### src/rtl/cacheline_pkg.sv
// Shared types and sizing for the cache-line to burst-memory adaptor.
package cacheline_pkg;
  localparam int LINE_W   = 256;
  localparam int BEAT_W   = 64;
  localparam int BEATS    = 4;
  localparam int OFFSET_W = 5;

  typedef enum logic [1:0] {IDLE, READ, WRITE, DONE} state_t;
endpackage

### src/rtl/cacheline_adaptor.sv
// Converts one 256-bit cache line request into a 4-beat 64-bit memory burst,
// then returns a single-cycle pmem_resp with the assembled read line.
module cacheline_adaptor #(
  parameter int BEATS = 4
) (
  input  logic                  clk,
  input  logic                  rst_n,
  input  logic                  pmem_read,
  input  logic                  pmem_write,
  input  logic [31:0]           pmem_address,
  input  logic [BEATS*64-1:0]   pmem_wdata,
  output logic [BEATS*64-1:0]   pmem_rdata,
  output logic                  pmem_resp,
  output logic                  burst_read,
  output logic                  burst_write,
  output logic [31:0]           burst_address,
  output logic [63:0]           burst_wdata,
  input  logic [63:0]           burst_rdata,
  input  logic                  burst_resp
);
  import cacheline_pkg::*;

  localparam int LW = BEATS * BEAT_W;

  state_t          state, state_nxt;
  logic [1:0]      cnt;
  logic [31:0]     addr_q;
  logic [LW-1:0]   wline, rline;
  logic            last_beat;

  assign last_beat = burst_resp && (cnt == 2'(BEATS - 1));

  always_ff @(posedge clk or negedge rst_n) begin
    if (!rst_n) state <= IDLE;
    else        state <= state_nxt;
  end

  // Write has priority when both requests are raised together.
  always_comb begin
    state_nxt = state;
    case (state)
      IDLE:    if (pmem_write)     state_nxt = WRITE;
               else if (pmem_read) state_nxt = READ;
      READ:    if (last_beat)      state_nxt = DONE;
      WRITE:   if (last_beat)      state_nxt = DONE;
      DONE:                        state_nxt = IDLE;
      default:                     state_nxt = IDLE;
    endcase
  end

  always_ff @(posedge clk or negedge rst_n) begin
    if (!rst_n) begin
      cnt    <= '0;
      addr_q <= '0;
      wline  <= '0;
      rline  <= '0;
    end else begin
      case (state)
        IDLE: if (pmem_write || pmem_read) begin
          addr_q <= pmem_address;
          cnt    <= '0;
          if (pmem_write) wline <= pmem_wdata;
        end
        READ: if (burst_resp) begin
          rline[cnt*BEAT_W +: BEAT_W] <= burst_rdata;
          cnt <= cnt + 2'd1;
        end
        WRITE: if (burst_resp) cnt <= cnt + 2'd1;
        default: ;
      endcase
    end
  end

  // Outputs decode only registered state, so no pmem_*/burst_* input reaches them combinationally.
  assign burst_read    = (state == READ);
  assign burst_write   = (state == WRITE);
  assign pmem_resp     = (state == DONE);
  assign burst_address = addr_q & ~32'((1 << OFFSET_W) - 1);
  assign burst_wdata   = wline[cnt*BEAT_W +: BEAT_W];
  assign pmem_rdata    = rline;
endmodule

### config.mk
export PLATFORM = sky130hd
export DESIGN_NAME = cacheline_adaptor
export DESIGN_NICKNAME = d
export VERILOG_FILES = /design/src/rtl/cacheline_pkg.sv /design/src/rtl/cacheline_adaptor.sv
export SDC_FILE = /design/constraint.sdc
export NUM_CORES = 1
export LEC_CHECK = 0
export BUFFER_PORTS_ARGS = -buffer_cell sky130_fd_sc_hd__buf_4
export CAP_MARGIN = 40
export CORE_AREA = 5 5 276 278
export CTS_BUF_LIST = sky130_fd_sc_hd__clkbuf_16
export CTS_CLUSTER_DIAMETER = 30
export DETAILED_ROUTE_END_ITERATION = 12
export DIE_AREA = 0 0 281 283
export PLACE_DENSITY = 0.5
export SYNTH_ARGS = -nofsm -noshare
export SYNTH_HDL_FRONTEND = slang
export SYNTH_SLANG_ARGS = --single-unit
### constraint.sdc
create_clock -name clk -period 3.6 [get_ports clk]
set_input_delay 0.18 -clock clk [delete_from_list [all_inputs] [get_ports clk]]
set_output_delay 0.18 -clock clk [all_outputs]
set_load 0.01 [all_outputs]
==> results.tsv, run 1 <==
metric	value	unit
status	complete, no violations	
synth.distinct_cells	24	
ys.warnings.count	0	
yosys.area.top_type	dfrtp_1	
fin_total_pwr	30600	µW
grt_setup_unrepaired	false	
stdcell_count	3512	
crit_path_max_incr_delay	0.63	ns
cts-root-buf	clkbuf_16	
die_x	281	µm
cts_setup_buffers	0	
rows	100	
cts_sinks	543	
drv_cap	0	
fin_worst_skew	0.0191	ns
viasPerCell	4.73	
port_buffers	701	
overflow	0	
fin_setup_tns	0	ns
period_minus_slack	3.01	ns
synth_top_area_frac	0.638	
wl_per_cell	21.8	µm
ys_seq_area_frac	0.638	
ios	712	
first_pass_iters	5	
n_fill_cell	6388	
slew_viol_final	0	
tightest_slew	0.819	ns
crit_path_start_kind	flop	
hp-class	in -> async	
drt_iter0_drc	727	
drc	0	
layout_commonest_cell	buf_4	
post-dp-hpwl	52800	µm
synth_fa_ha_area_frac	0.00587	
num_vias	16600	
synth_compound_area_frac	0.107	
timing.fmax	332	MHz
nNetsFinal	2788	
hold_buffers	350	
setup_viol	0	
synth-seq-cells	543	
cts_buffers	135	
path_class	reg -> out	
syn-instance-count	1293	
reg2reg_from	cnt[0]$_DFFE_PN0P_	
synth_simple_gate_area_frac	0.00711	
clockBufferDepth	3	
htreeDepth	4	
grt_pass1_wl	116000	µm
crit_start	cnt[1]$_DFFE_PN0P_	
fin_util	0.488	
crit_path_end_kind	output port	
crit_arrival	2.83	ns
final_cell_mix	721 x buf_4, 541 x dfrtp_1, 350 x dlygate4sd3_1, 283 x mux2_2, 256 x a22o_1	
layout-drive-gt1-share	0.509	
globalRouteTotalUtil	0.188	
crit_top_cell	buf_4	
gp_congestion	0.813	
dieHeight	283	µm
netlist_area	21300	µm²
wl	76400	µm
period_share	0.837	
max-slew-margin-rel	0.454	
syn_avg_cell_area	16.5	µm²
reg2reg_slack	0.94	ns
area_growth	68.8	%
synthMuxAreaShare	0.220	
synth_xor_xnor_area_share	0	
core	73700	µm²
insertion_delay	0.69	ns
antenna_left	0	
path_cells	buf_4 -> buf_4 -> mux4_2 -> buf_4	
p_per_area	851	nW/µm²
grt_pass1_vias	18700	
cp_data_required_time	3.42	ns
vdd_drop_max	0.479	mV
leakagePower	0.0171	µW
synth_top_family_by_area	multiplexers	
cts_tree	done	
dp.cells	2903	
worst_slack	0.587	ns
path_max_fanout	35	
antenna_found_initial	16	
grt_max_degree	104	
pre_cts_ws	0.877	ns
synthTopCellsByArea	dfrtp_1 64%, mux2_2 15%, a22o_1 11%, mux4_2 6.8%, buf_2 1.2%	
crit_path_top_delay_cell	buf_4	
path_clk_slew	0.04	ns
die_area	79500	µm²
post_cts_resize_count	0	
hold_violations	0	
start_util	0.289	
worst max-delay path, delay by kind of cell (launching register included):
kind,cells,cell delay (ns)
multiplexers,1,0.42
buffers and inverters,3,1.24
flip-flops,1,0.39
layer usage:
metal / up-vias / track usage / part of all wire
li1: 7263 / - / -
met1: 8556 / 0.225 / 0.39
met3: 148 / 0.0597 / 0.078
met2: 637 / 0.320 / 0.50
met5: - / 0 / 0.00037
met4: 6 / 0.0660 / 0.029
worst paths after layout:
path                                               end  cells after the start
hold / removal             pmem_rdata[220]$_DFFE_PN0P_                      2
hold reg to reg                 wline[168]$_DFFE_PN0P_                      1
setup / recovery                       burst_wdata[16]                      4
min in group clk                    cnt[0]$_DFFE_PN0P_                      4
max in group asynchronous        wline[59]$_DFFE_PN0P_                      3
setup reg to reg           pmem_rdata[111]$_DFFE_PN0P_                      6
state kept, by name (all words and copies together), names as in the netlist:
signal / flops
state: 2
pmem_rdata: 256
wline: 256
cnt: 2
addr_q: 27
power breakdown:
part | switching, µW | internal [µW] | total, µW | leakage [µW]
clock | 3840 | 7950 | 11800 | 0.00229
sequential | 1200 | 8360 | 9560 | 0.00694
combinational | 3900 | 5360 | 9260 | 0.00791
total | 8940 | 21700 | 30600 | 0.0171
per-stage QoR:
step / hold slack, ns / cell area [µm²]
finish: 0.0627 / 36000
global route: 0.0437 / 35900
CTS: 0.00278 / 35900
detailed placement: 0.249 / 27900
global placement: 0.228 / 27800
floorplan: -0.116 / 21300
cells in the mapped netlist:
library cell	n
mux2_2	283
buf_1	1
a22o_1	256
ha_1	10
nand2b_1	3
a221oi_1	1
o21ai_1	1
nand3_1	4
inv_1	5
a22oi_1	1
nor3_2	1
nor4_4	2
conb_1	1
nor3_1	1
o21ai_0	1
dfrtp_1	543
buf_2	53
nor4_2	2
mux2i_1	5
mux4_2	64
clkbuf_1	42
nor2_1	1
nand2_1	7
buf_4	5
area by class of cell:
cell class	instances	area (µm²)	share of cell area
Clock inverter	110	1120	0.0313
Timing Repair Buffer	1088	9270	0.258
Multi-Input combinational cell	648	7300	0.203
Antenna cell	13	32.5	0.000905
Sequential cell	543	13600	0.378
Clock buffer	136	3400	0.0947
Inverter	5	18.8	0.000522
Tap cell	969	1210	0.0337
cells by family after synthesis:
logic type	after synthesis
fa+ha+maj	10
mux	352
simple gates	21
buf+inv	106
other cells	1
flops	543
compound gates	260
Note: power is estimated with default switching activity, not from simulation.
==> inputs of run 2 (changes only) <==
==> constraint.sdc (replaced) <==
create_clock -name clk -period 3.1 [get_ports clk]
set_input_delay 0.155 -clock clk [delete_from_list [all_inputs] [get_ports clk]]
set_output_delay 0.155 -clock clk [all_outputs]
set_load 0.01 [all_outputs]
==> results.tsv, run 2 (synthesized netlist as in run 1, its figures left out) <==
metric	value	unit	change
crit_path_start_kind	flop		unchanged
grt_max_degree	88		was 104
num_vias	16600		about the same
crit_path_max_incr_delay	0.61	ns	was 0.63 ns
viasPerCell	4.72		was 4.73
wl_per_cell	22.0	µm	was 21.8 µm
fin_total_pwr	35600	µW	was 30,600 µW
crit_top_cell	buf_4		unchanged
grt_pass1_wl	117000	µm	was 116,000 µm
hold_violations	0		unchanged
n_fill_cell	6458		was 6,388
grt_pass1_vias	18700		about the same
crit_arrival	2.53	ns	was 2.83 ns
timing.fmax	373	MHz	
slew_viol_final	0		unchanged
worst_slack	0.416	ns	was 0.587 ns
hp-class	in -> async		unchanged
layout-drive-gt1-share	0.519		was 0.509
cts_tree	done		unchanged
crit_path_top_delay_cell	mux4_2		was buf_4
drt_iter0_drc	811		was 727
wl	77400	µm	was 76,400 µm
max-slew-margin-rel	0.400		was 0.454
leakagePower	0.0171	µW	about the same
gp_congestion	0.820		was 0.813
period_share	0.866		
status	complete, no violations		unchanged
fin_setup_tns	0	ns	unchanged
cp_data_required_time	2.94	ns	was 3.42 ns
p_per_area	989	nW/µm²	was 851 nW/µm²
path_clk_slew	0.05	ns	was 0.04 ns
post-dp-hpwl	53400	µm	was 52,800 µm
vdd_drop_max	0.630	mV	was 0.479 mV
fin_worst_skew	0.0236	ns	was 0.0191 ns
port_buffers	701		unchanged
path_max_fanout	28		was 35
core	73700	µm²	unchanged
cts_setup_buffers	0		unchanged
die_x	281	µm	unchanged
post_cts_resize_count	0		unchanged
area_growth	69.0	%	was 68.8%
dieHeight	283	µm	unchanged
drv_cap	0		unchanged
setup_viol	0		unchanged
tightest_slew	0.899	ns	was 0.819 ns
cts_sinks	543		unchanged
final_cell_mix	733 x buf_4, 541 x dfrtp_1, 350 x dlygate4sd3_1, 283 x mux2_2, 256 x a22o_1		was 721 x buf_4, 541 x dfrtp_1, 350 x dlygate4sd3_1, 283 x mux2_2, 256 x a22o_1
rows	100		unchanged
layout_commonest_cell	buf_4		unchanged
first_pass_iters	4		was 5
drc	0		unchanged
start_util	0.289		unchanged
grt_setup_unrepaired	false		unchanged
overflow	0		unchanged
crit_path_end_kind	output port		unchanged
globalRouteTotalUtil	0.190		was 0.188
antenna_found_initial	13		was 16
clockBufferDepth	3		unchanged
cts_buffers	134		was 135
pre_cts_ws	0.732	ns	was 0.877 ns
period_minus_slack	2.68	ns	
insertion_delay	0.68	ns	was 0.69 ns
ios	712		unchanged
path_class	reg -> out		unchanged
htreeDepth	4		unchanged
path_cells	buf_4 -> mux4_2 -> buf_4		was buf_4 -> buf_4 -> mux4_2 -> buf_4
die_area	79500	µm²	unchanged
cts-root-buf	clkbuf_16		unchanged
nNetsFinal	2798		was 2,788
antenna_left	0		unchanged
==> run 2: cell count changes in the layout (fill, tap and decap cells not counted), sizes merged <==
cell	delta
inv	-19
buf	+11
clkinv	+8
clkinvlp	+5
diode	-3
bufinv	+1
==> run 2: routing by layer <==
metal / wire, µm / part of all wire / vias up / track usage
met5: 44 / 0.00057 / - / 0
met1: 29500 / 0.38 / 8518 / 0.220
met2: 39000 / 0.50 / 664 / 0.326
met3: 6820 / 0.088 / 132 / 0.0703
li1: - / - / 7271 / -
met4: 1990 / 0.026 / 6 / 0.0621
==> run 2: what timing repair did <==
action | 4_1_cts | 5_1_grt
setup endpoints to repair | 0 | 0
hold buffers | 350 | 0
endpoints found under the hold margin | 617 | 0
==> run 2: worst max-delay path: cells and delay by family (launching register included) <==
family / cells / cell delay (ns)
buffers and inverters: 2 / 0.72
muxes: 1 / 0.61
DFF: 1 / 0.46
==> run 2: worst paths after layout <==
kind,startpoint,endpoint,slack [ns],depth (start not counted)
max,cnt[0]$_DFFE_PN0P_,burst_wdata[47],0.42,3
min,rst_n,pmem_rdata[178]$_DFFE_PN0P_,0.04,2
max reg2reg,state[1]$_DFFE_PN0P_,pmem_rdata[28]$_DFFE_PN0P_,0.71,6
min reg2reg,wline[190]$_DFFE_PN0P_,wline[190]$_DFFE_PN0P_,0.49,1
max in group asynchronous,rst_n,wline[230]$_DFFE_PN0P_,1.90,3
min in group clk,pmem_read,cnt[1]$_DFFE_PN0P_,0.06,4
==> run 2: layout make-up <==
class | instances | area, µm² | area share
Antenna cell | 10 | 25.0 | 0.000695
Clock buffer | 136 | 3400 | 0.0945
Clock inverter | 105 | 1100 | 0.0305
Inverter | 5 | 18.8 | 0.000521
Multi-Input combinational cell | 648 | 7300 | 0.203
Sequential cell | 543 | 13600 | 0.378
Tap cell | 969 | 1210 | 0.0337
Timing Repair Buffer | 1099 | 9340 | 0.260
==> run 2: where the power goes <==
part           total [µW]  switching (µW)  internal, µW
Clock               13700            4370          9290
Combinational       10800            4600          6240
Sequential          11100            1390          9710
==> run 2: through the flow <==
stage                     hold slack, ns   util  area (µm²)  cells
after floorplan                   -0.141      -       21300   1297
after global placement             0.208  0.378       27900   2910
after detailed placement           0.222  0.380       28000   2914
after CTS                        0.00273  0.488       36000   3505
after global routing              0.0252  0.488       36000   3509
final                             0.0354  0.488       36000   3515
==> inputs of run 3 (changes only) <==
--- a/config.mk
+++ b/config.mk
@@ -5,14 +5,15 @@
 export SDC_FILE = /design/constraint.sdc
 export NUM_CORES = 1
 export LEC_CHECK = 0
+export ABC_AREA = 1
 export BUFFER_PORTS_ARGS = -buffer_cell sky130_fd_sc_hd__buf_4
 export CAP_MARGIN = 40
-export CORE_AREA = 5 5 276 278
+export CORE_AREA = 5 5 272 274
 export CTS_BUF_LIST = sky130_fd_sc_hd__clkbuf_16
 export CTS_CLUSTER_DIAMETER = 30
 export DETAILED_ROUTE_END_ITERATION = 12
-export DIE_AREA = 0 0 281 283
-export PLACE_DENSITY = 0.5
+export DIE_AREA = 0 0 277 279
+export PLACE_DENSITY = 0.54
 export SYNTH_ARGS = -nofsm -noshare
 export SYNTH_HDL_FRONTEND = slang
 export SYNTH_SLANG_ARGS = --single-unit
==> results.tsv, run 3 <==
metric	value	unit	change
grt_setup_unrepaired	false		unchanged
synthTopCellsByArea	dfrtp_1 58%, nand2_1 14%, nand3_1 5.6%, o21ai_0 4.7%, nor2_1 4.3%		was dfrtp_1 64%, mux2_2 15%, a22o_1 11%, mux4_2 6.8%, buf_2 1.2%
fin_worst_skew	0.0269	ns	was 0.0236 ns
cp_data_required_time	2.94	ns	about the same
switching_share	0.351		was 0.291
cts_tree	done		unchanged
dr.max_layer_used	met5		unchanged
crit_path_start_kind	flop		unchanged
post-dp-hpwl	66200	µm	was 53,400 µm
crit_path_end_kind	output port		unchanged
tightest_slew	0.962	ns	was 0.899 ns
p_sw	13100	µW	was 10,400 µW
wl_per_cell	19.9	µm	was 22.0 µm
path_class	reg -> out		unchanged
viasPerCell	4.79		was 4.72
synth_ff_type	dfrtp_1		unchanged
max-slew-margin-rel	0.359		was 0.400
layout_commonest_cell	nand2_1		was buf_4
grt_pass1_vias	24200		was 18,700
gp_congestion	0.869		was 0.820
rows	98		was 100
p_int	24200	µW	was 25,200 µW
reg2reg_from	state[0]$_DFFE_PN0P_		was state[1]$_DFFE_PN0P_
drt_iter0_drc	1554		was 811
fin_util	0.537		was 0.488
first_pass_iters	5		was 4
fin_hold_ws	0.113	ns	was 0.0354 ns
met3_wirelength	7500	µm	was 6820 µm
wl	98900	µm	was 77,400 µm
final_cell_mix	878 x nand2_1, 734 x buf_4, 541 x dfrtp_1, 380 x dlygate4sd3_1, 263 x nor2_1		was 733 x buf_4, 541 x dfrtp_1, 350 x dlygate4sd3_1, 283 x mux2_2, 256 x a22o_1
htreeDepth	4		unchanged
fin_setup_tns	0	ns	unchanged
layout-drive-gt1-share	0.244		was 0.519
clockBufferDepth	3		unchanged
stdcell_area	38200	µm²	was 36,000 µm²
postPlaceCellArea	29600	µm²	was 28,000 µm²
netlist_area	23300	µm²	was 21,300 µm²
ys_seq_area_frac	0.584		was 0.638
die_area	77300	µm²	was 79,500 µm²
die_x	277	µm	was 281 µm
synth_most_common_cell	nand2_1		was dfrtp_1
overflow	0		unchanged
drc	0		unchanged
status	complete, no violations		unchanged
synthTopCellsByCount	883 x nand2_1, 543 x dfrtp_1, 264 x nor2_1		was 543 x dfrtp_1, 283 x mux2_2, 256 x a22o_1
dr_wl_met2	47400	µm	was 39,000 µm
period_share	0.962		was 0.866
nNetsFinal	4258		was 2,798
globalRouteTotalUtil	0.247		was 0.190
p_per_area	975	nW/µm²	was 989 nW/µm²
syn_avg_cell_area	8.27	µm²	was 16.5 µm²
post_cts_resize_count	0		unchanged
crit_start	cnt[0]$_DFFE_PN0P_		unchanged
ys.warnings.count	0		unchanged
start_util	0.327		was 0.289
area_growth	64.2	%	was 69.0%
ios	712		unchanged
synth_top_area_frac	0.584		was 0.638
yosys.area.top_type	dfrtp_1		unchanged
cts-root-buf	clkbuf_16		unchanged
synth.distinct_cells	18		was 24
wl_met1	40500	µm	was 29,500 µm
pwr-share-seq	0.287		was 0.312
synth_edf_count	0		unchanged
dieHeight	279	µm	was 283 µm
p_clk_frac	0.392		was 0.384
drv_cap	0		unchanged
port_buffers	701		unchanged
leakagePower	0.0198	µW	was 0.0171 µW
timing.fmax	335	MHz	was 373 MHz
antenna_left	0		unchanged
synth-seq-cells	543		unchanged
syn-instance-count	2811		was 1,293
antenna_found_initial	23		was 13
insertion_delay	0.71	ns	was 0.68 ns
grt_pass1_wl	150000	µm	was 117,000 µm
num_vias	23800		was 16,600
crit_arrival	2.83	ns	was 2.53 ns
combPwrFrac	0.320		was 0.304
path_max_fanout	69		was 28
synthArstFlopShare	1.00		unchanged
cts_sinks	543		unchanged
hold_violations	0		unchanged
vdd_drop_max	0.766	mV	was 0.630 mV
core	71100	µm²	was 73,700 µm²
slew_viol_final	0		unchanged
n_fill_cell	6612		was 6,458
path_clk_slew	0.04	ns	was 0.05 ns
hp-class	in -> async		unchanged
period_minus_slack	2.98	ns	was 2.68 ns
grt_max_degree	175		was 88
cts_buffers	140		was 134
setup_viol	0		unchanged
[run 3: cell types whose count changed after synthesis, moves of 64 or more]
cell      previous run  this run
mux2_2             283         0
o21ai_0              1       218
nor2_1               1       264
mux4_2              64         0
a22o_1             256         0
nand3_1              4       261
clkbuf_1            42       132
o21ai_1              1       130
a21oi_1              0       129
inv_1                5       166
nand2_1              7       883
[run 3: metrics by stage]
| step | instances | power, µW | setup slack [ns] |
|---|---|---|---|
| after detailed placement | 4319 | 22200 | 0.861 |
| after global placement | 4319 | 22100 | 0.835 |
| after CTS | 4955 | 37500 | 0.0902 |
| final | 4971 | 37200 | 0.119 |
| after global routing | 4965 | 39400 | 0.00850 |
| after floorplan | 2815 | 16700 | 0.893 |
[run 3: critical path: stages (launching register included)]
cell     delay (ns)
dfrtp_4        0.51
inv_6          0.23
buf_4          0.64
a21oi_1        0.13
o21ai_1        0.16
nand2_1        0.19
buf_4          0.20
[run 3: cell type report]
class / count / area [µm²] / area share
Multi-Input combinational cell: 1902 / 8210 / 0.215
Antenna cell: 16 / 40.0 / 0.00105
Timing Repair Buffer: 1135 / 9720 / 0.255
Tap cell: 950 / 1190 / 0.0311
Sequential cell: 543 / 13600 / 0.356
Clock inverter: 115 / 1260 / 0.0331
Inverter: 169 / 639 / 0.0167
Clock buffer: 141 / 3530 / 0.0924
[run 3: power by group through the flow]
stage / clock (µW) / sequential [µW] / combinational [µW]
after floorplan: 0 / 10800 / 5870
after global placement: 0 / 10600 / 11400
after detailed placement: 0 / 10700 / 11500
after CTS: 14800 / 10700 / 12000
after global routing: 15200 / 11000 / 13200
final: 14600 / 10700 / 11900
[run 3: layer usage]
layer | global-route usage | vias up
li1 | - | 11200
met1 | 0.304 | 11500
met2 | 0.412 | 853
met3 | 0.0788 | 239
met4 | 0.0889 | 14
met5 | 0 | -
[run 3: final timing paths]
| kind | to | cells past startpoint | slack (ns) |
|---|---|---|---|
| setup / recovery | burst_wdata[29] | 6 | 0.12 |
| hold / removal | pmem_rdata[45]$_DFFE_PN0P_ | 2 | 0.11 |
| setup reg to reg | wline[76]$_DFFE_PN0P_ | 6 | 0.67 |
| hold reg to reg | wline[59]$_DFFE_PN0P_ | 2 | 0.46 |
| max in group asynchronous | pmem_rdata[40]$_DFFE_PN0P_ | 3 | 2.11 |
| min in group clk | wline[114]$_DFFE_PN0P_ | 4 | 0.23 |
[run 3: timing repair]
item / 4_1_cts / 5_1_grt
endpoints found under the hold margin: 607 / 0
hold buffers: 380 / 0
buffers inserted: 0 / 0
[run 3: kinds of logic (layout without fill, tap and decap cells)]
| group | count (synthesis) | count (layout) | share of synthesized area |
|---|---|---|---|
| AOI/OAI and AO/OA | 478 | 478 | 0.103 |
| adders and majority gates | 10 | 10 | 0.00538 |
| buffers and inverters | 370 | 1560 | 0.0653 |
| DFF | 543 | 543 | 0.584 |
| other | 1 | 21 | 0.000161 |
| and+or+nand+nor | 1409 | 1409 | 0.242 |
